--- src/rtl/card_picker.sv ---
// Random card dealer: free-running Galois LFSR proposes candidates, a used mask
// rejects dealt cards, and a bounded search falls back to a lowest-free-card scan.
module card_picker #(
    parameter logic [15:0] SEED      = 16'hACE1,
    parameter int          MAX_TRIES = 64
) (
    input  logic        clk,
    input  logic        reset,
    input  logic        draw_req,
    input  logic        seed_load,
    input  logic [15:0] seed_in,
    input  logic        deck_clear,
    output logic [5:0]  card_idx,
    output logic        card_valid,
    output logic        busy,
    output logic        deck_empty,
    output logic [5:0]  cards_left,
    output logic [53:0] used_mask,
    output logic        draw_err,
    output logic [1:0]  state_dbg
);

    // Handshake: draw_req/seed_load/deck_clear act only while busy=0; each
    // accepted draw yields exactly one single-cycle card_valid pulse.
    typedef enum logic [1:0] {
        IDLE   = 2'd0,
        SEARCH = 2'd1,
        SCAN   = 2'd2
    } state_t;

    localparam int TRY_W = $clog2(MAX_TRIES + 1);

    state_t           state, state_nxt;
    logic [15:0]      lfsr, lfsr_nxt, lfsr_step;
    logic [TRY_W-1:0] tries, tries_nxt;
    logic [53:0]      mask_nxt;
    logic [5:0]       left_nxt, idx_nxt;
    logic             valid_nxt, err_nxt;
    logic [5:0]       cand, scan_idx;
    logic [63:0]      mask_pad;
    logic             cand_ok;

    assign lfsr_step = {1'b0, lfsr[15:1]} ^ (lfsr[0] ? 16'hB400 : 16'h0000);
    assign cand      = lfsr[5:0];
    // Indices 54..63 are padded as "used" so out-of-range candidates reject.
    assign mask_pad  = {10'h3FF, used_mask};
    assign cand_ok   = !mask_pad[cand];

    always_comb begin
        scan_idx = 6'd0;
        for (int i = 53; i >= 0; i--) begin
            if (!used_mask[i]) scan_idx = 6'(i);
        end
    end

    always_comb begin
        state_nxt = state;
        lfsr_nxt  = lfsr_step;
        tries_nxt = tries;
        mask_nxt  = used_mask;
        left_nxt  = cards_left;
        idx_nxt   = card_idx;
        valid_nxt = 1'b0;
        err_nxt   = 1'b0;
        case (state)
            IDLE: begin
                if (deck_clear) begin
                    mask_nxt = '0;
                    left_nxt = 6'd54;
                end
                if (seed_load) lfsr_nxt = (seed_in == 16'h0000) ? SEED : seed_in;
                if (draw_req) begin
                    if (deck_empty && !deck_clear) begin
                        err_nxt = 1'b1;
                    end else begin
                        state_nxt = SEARCH;
                        tries_nxt = '0;
                    end
                end
            end
            SEARCH: begin
                if (cand_ok) begin
                    idx_nxt   = cand;
                    mask_nxt  = used_mask | (54'd1 << cand);
                    left_nxt  = cards_left - 6'd1;
                    valid_nxt = 1'b1;
                    state_nxt = IDLE;
                end else begin
                    tries_nxt = tries + 1'b1;
                    if (tries == TRY_W'(MAX_TRIES - 1)) state_nxt = SCAN;
                end
            end
            SCAN: begin
                idx_nxt   = scan_idx;
                mask_nxt  = used_mask | (54'd1 << scan_idx);
                left_nxt  = cards_left - 6'd1;
                valid_nxt = 1'b1;
                state_nxt = IDLE;
            end
            default: state_nxt = IDLE;
        endcase
    end

    always_ff @(posedge clk) begin
        if (!reset) begin
            state      <= IDLE;
            lfsr       <= SEED;
            tries      <= '0;
            used_mask  <= '0;
            cards_left <= 6'd54;
            card_idx   <= 6'd0;
            card_valid <= 1'b0;
            deck_empty <= 1'b0;
            draw_err   <= 1'b0;
        end else begin
            state      <= state_nxt;
            lfsr       <= lfsr_nxt;
            tries      <= tries_nxt;
            used_mask  <= mask_nxt;
            cards_left <= left_nxt;
            card_idx   <= idx_nxt;
            card_valid <= valid_nxt;
            deck_empty <= (left_nxt == 6'd0);
            draw_err   <= err_nxt;
        end
    end

    assign busy      = (state != IDLE);
    assign state_dbg = state;

endmodule

--- config.mk ---
export PLATFORM = sky130hd
export DESIGN_NAME = card_picker
export DESIGN_NICKNAME = d
export VERILOG_FILES = /design/src/rtl/card_picker.sv
export SDC_FILE = /design/constraint.sdc
export NUM_CORES = 1
export LEC_CHECK = 0
export CAP_MARGIN = 20
export CORE_MARGIN = 3
export CORE_UTILIZATION = 47
export DETAILED_ROUTE_END_ITERATION = 12
export PLACE_DENSITY = 0.77
export SYNTH_ARGS = -nofsm -noshare
export SYNTH_HDL_FRONTEND = slang
export SYNTH_SLANG_ARGS = --single-unit
--- constraint.sdc ---
create_clock -name clk -period 2.89 [get_ports clk]
set_input_delay 0.578 -clock clk [delete_from_list [all_inputs] [get_ports clk]]
set_output_delay 0.578 -clock clk [all_outputs]
set_load 0.02 [all_outputs]
==> flow_summary_export.csv <==
group,metric,value,unit
run_status,outcome,"finished clean",
final_layout,area_taken_by_flip_flops_and_latches,1890,sq um
critical_path,crit_type,"flop to flop",
pwr,sw_frac_of_total,30.9,%
clock_network,tritoncts,"yes",
clock_network,cts-htree-levels,3,
critical_path,critical_path.max_stage_delay,0.51,ns
synthesis,mappedNetlistArea,4700,sq um
timing,tightest_slew,0.601,ns
clock_network,clock-sinks,94,
pwr,power.total,2.81,mW
synthesis,synth_async_sr_flop_share,0,%
synthesis,postSynthRegisterBits,94,
final_layout,layout.cells.most_common_list,"sky130_fd_sc_hd__nand2_1, sky130_fd_sc_hd__dfxtp_1, sky130_fd_sc_hd__clkdlybuf4s50_1, sky130_fd_sc_hd__o21ai_0, sky130_fd_sc_hd__buf_4",
pwr,cellLeakagePower,2.34,nW
final_layout,fillers,828,
pwr,p_switching,0.868,mW
synthesis,synthesis.yosys.warnings,0,
routing,post-route-drc-count,0,
clock_network,clock_insertion_delay_worst_skew,0.37,ns
synthesis,gate_count_after_technology_mapping,590,
synthesis,postSynth.topFlopCell,"sky130_fd_sc_hd__dfxtp_1",
critical_path,cp-start-kind,"flop",
routing,dr.pass1.iters,6,
placement,pre_cts_ws,-0.172,ns
clock_network,clk_pin_slew_worst_setup_hold_paths,0.10,ns
grt,grt_first_pass_wirelength,24900,um
pwr,share_clk_of_total_power,29.9,%
grt,grt.overflow.total,0,
timing,unrepaired_setup_endpoints_after_global_routing,"yes",
synthesis,yosysUniqueCellTypes,63,
floorplan,chipHeight,106,um
final_layout,num_antenna_cells,0,
grt,grt_usage,27.5,%
grt,largest_net_degree_at_the_start_of_global_routing,29,
timing,final_max_slew_viol_count,0,
synthesis,syn-num-nets,617,
pwr,cellPowerDensity,433,nW/um^2
job,number_of_max_capacitance_violations_reported,0,
routing,postRouteAntennaNets,0,
grt,first_global_vias,5067,
floorplan,floorplan.die_area,11200,sq um
critical_path,worstPathArrival,3.10,ns
final_layout,final_layout_size_suffix_gt1_share,14.6,%
placement,gp_routability_congestion,1.09,
pwr,pwr-share-seq,48.9,%
timing,max_freq,353,MHz
routing,drt-vias-per-instance,6.00,
timing,timing.clock.skew,0.00875,ns
final_layout,layout.cells.most_common,"sky130_fd_sc_hd__nand2_1",
routing,drt-wirelength-per-cell,18.1,um
hold_path,min-delay-path-class,"flop to flop",
final_layout,num-nets-final,761,
placement,count_of_port_buffers_added_during_placement,92,
clock_network,clockRootBuffer,"sky130_fd_sc_hd__clkbuf_8",
floorplan,die_w,106,um
timing,final_period_minus_worst_setup_slack,2.83,ns
final_layout,multiInputGateArea,2700,sq um
clock_network,ctsHoldBuffers,0,
pwr,vdd.ir_drop.worst,0.000216,V
floorplan,start_util,49.6,%
synthesis,synth-edff-count,0,
synthesis,synth.avg_cell_area,7.96,sq um
pwr,combinational_group_share_of_total_power,21.2,%
pwr,intPower,1.94,mW
timing,timing.final.setup_violations,0,
grt,antenna_found_initial,0,
synthesis,ys_seq_area_share,40.1,%
critical_path,required,3.15,ns
final_layout,synthToLayoutAreaGrowth,38.3,%
routing,detailedRoute.firstIterationViolations,435,
clock_network,buffers_from_clock_root_to_sink_at_most,2,
floorplan,core_region_area,9460,sq um
clock_network,cts_inserted_buffers,9,
timing,post-route-period-util,98.0,%
timing,slew_headroom,59.5,%
critical_path,timing.critical_path.cells,"mux4_2 > mux4_2 > a211oi_4 > a31oi_4 > o21ba_4 > o311a_1 > o311a_1 > and4b_1",
routing,routed_wl,15700,um
timing,final_hold_viol_count,0,
placement,hpwl,11700,um
timing,finalWorstSetupSlack,0.0570,ns
critical_path,critPathSlowestCell,"sky130_fd_sc_hd__mux4_2",
floorplan,io_pins,93,
floorplan,std_cell_rows,35,
critical_path,maximum_fanout_along_the_worst_path,6,
critical_path,worst_setup_path_end_kind,"flop",
routing,vias,5205,
==> state kept, by name (all words and copies together), names as in the netlist <==
register	count
used_mask	54
lfsr	16
tries	7
card_idx	6
cards_left	6
state_dbg	2
card_valid	1
deck_empty	1
draw_err	1
==> final cells by class <==
cell class	instances	area share, %
Clock inverter	6	0.674
Timing Repair Buffer	155	22.6
Inverter	27	1.56
Tap cell	129	2.48
Sequential cell	94	29.0
Multi-Input combinational cell	447	41.5
Clock buffer	10	2.12
==> power by group through the flow <==
stage	combinational, mW	sequential [mW]	clock [mW]
2_1_floorplan	0.298	1.42	0
3_3_place_gp	0.550	1.40	0
3_5_place_dp	0.558	1.40	0
4_1_cts	0.564	1.37	0.840
5_1_grt	0.640	1.38	0.893
6_report	0.596	1.38	0.841
==> per-stage QoR <==
step,TNS (ns),instances,utilization (%),area (sq um),hold WS [ns]
after floorplan,0,590,-,4700,0.422
after global placement,-0.129,851,65.7,6220,0.435
after detailed placement,-5.04,851,65.7,6220,0.440
after CTS,0,867,67.8,6410,0.457
after global routing,-0.0349,868,68.7,6500,0.487
final,0,868,68.7,6500,0.451
==> path summary, 6_finish.rpt <==
path	start	to	slack (ns)	cells after the start
hold / removal	lfsr[10]	lfsr[9]	0.45	2
setup reg to reg	lfsr[1]	deck_empty	0.06	8
hold reg to reg	lfsr[10]	lfsr[9]	0.45	2
setup / recovery	lfsr[1]	deck_empty	0.06	8
==> logic make-up (layout without fill, tap and decap cells) <==
logic type                 count (synthesis)  count (layout)  share of synthesized area (%)
xor gates and xnor gates                   6               6                           1.12
buffers and inverters                     49             198                           4.18
muxes                                     29              29                           7.83
DFF                                       94              94                           40.1
adders and majority gates                  6               6                           1.60
AOI/OAI and AO/OA                        169             169                           22.6
and+or+nand+nor                          237             237                           22.6
==> synthesized netlist by cell type, types with 4 or more instances <==
master | number | area (sq um)
sky130_fd_sc_hd__mux2i_1 | 21 | 210
sky130_fd_sc_hd__xnor2_1 | 4 | 35.0
sky130_fd_sc_hd__o21ai_1 | 7 | 35.0
sky130_fd_sc_hd__ha_1 | 6 | 75.1
sky130_fd_sc_hd__nand3_1 | 19 | 95.1
sky130_fd_sc_hd__nand2_1 | 123 | 462
sky130_fd_sc_hd__a31oi_1 | 6 | 37.5
sky130_fd_sc_hd__a21oi_1 | 27 | 135
sky130_fd_sc_hd__mux4_2 | 6 | 135
sky130_fd_sc_hd__a22oi_1 | 4 | 30.0
sky130_fd_sc_hd__buf_2 | 10 | 50.1
sky130_fd_sc_hd__nor4_1 | 5 | 31.3
sky130_fd_sc_hd__nand2b_1 | 6 | 37.5
sky130_fd_sc_hd__nand4_1 | 16 | 100
sky130_fd_sc_hd__clkbuf_1 | 11 | 41.3
sky130_fd_sc_hd__nor2b_1 | 10 | 62.6
sky130_fd_sc_hd__nor2_1 | 37 | 139
sky130_fd_sc_hd__inv_1 | 27 | 101
sky130_fd_sc_hd__nor3_1 | 6 | 30.0
sky130_fd_sc_hd__o22ai_1 | 8 | 50.1
sky130_fd_sc_hd__o21ai_0 | 70 | 350
sky130_fd_sc_hd__dfxtp_1 | 94 | 1880
sky130_fd_sc_hd__or3_1 | 4 | 25.0
sky130_fd_sc_hd__a211oi_1 | 5 | 37.5
==> worst max-delay path, delay by kind of cell, from the launching register on <==
family / cells / cell delay (ns)
AOI/OAI and AO/OA: 5 / 1.12
muxes: 2 / 1.01
and+or+nand+nor: 1 / 0.20
DFF: 1 / 0.41
==> layer usage <==
| metal | up-vias | wire, um | track usage (%) |
|---|---|---|---|
| li1 | 2409 | - | - |
| met1 | 2460 | 6300 | 35.0 |
| met2 | 280 | 7540 | 46.3 |
| met3 | 56 | 1250 | 5.22 |
| met4 | 0 | 616 | 10.9 |
| met5 | - | 0 | 0 |
==> repair_timing <==
action | 4_1_cts | 5_1_grt
gates resized for setup | 4 | 24
endpoints found under the hold margin | 0 | 0
pin swaps | 0 | 1
setup endpoints to repair | 66 | 58
setup buffers | 0 | 1
No activity file was read; power rests on OpenSTA's default activity.
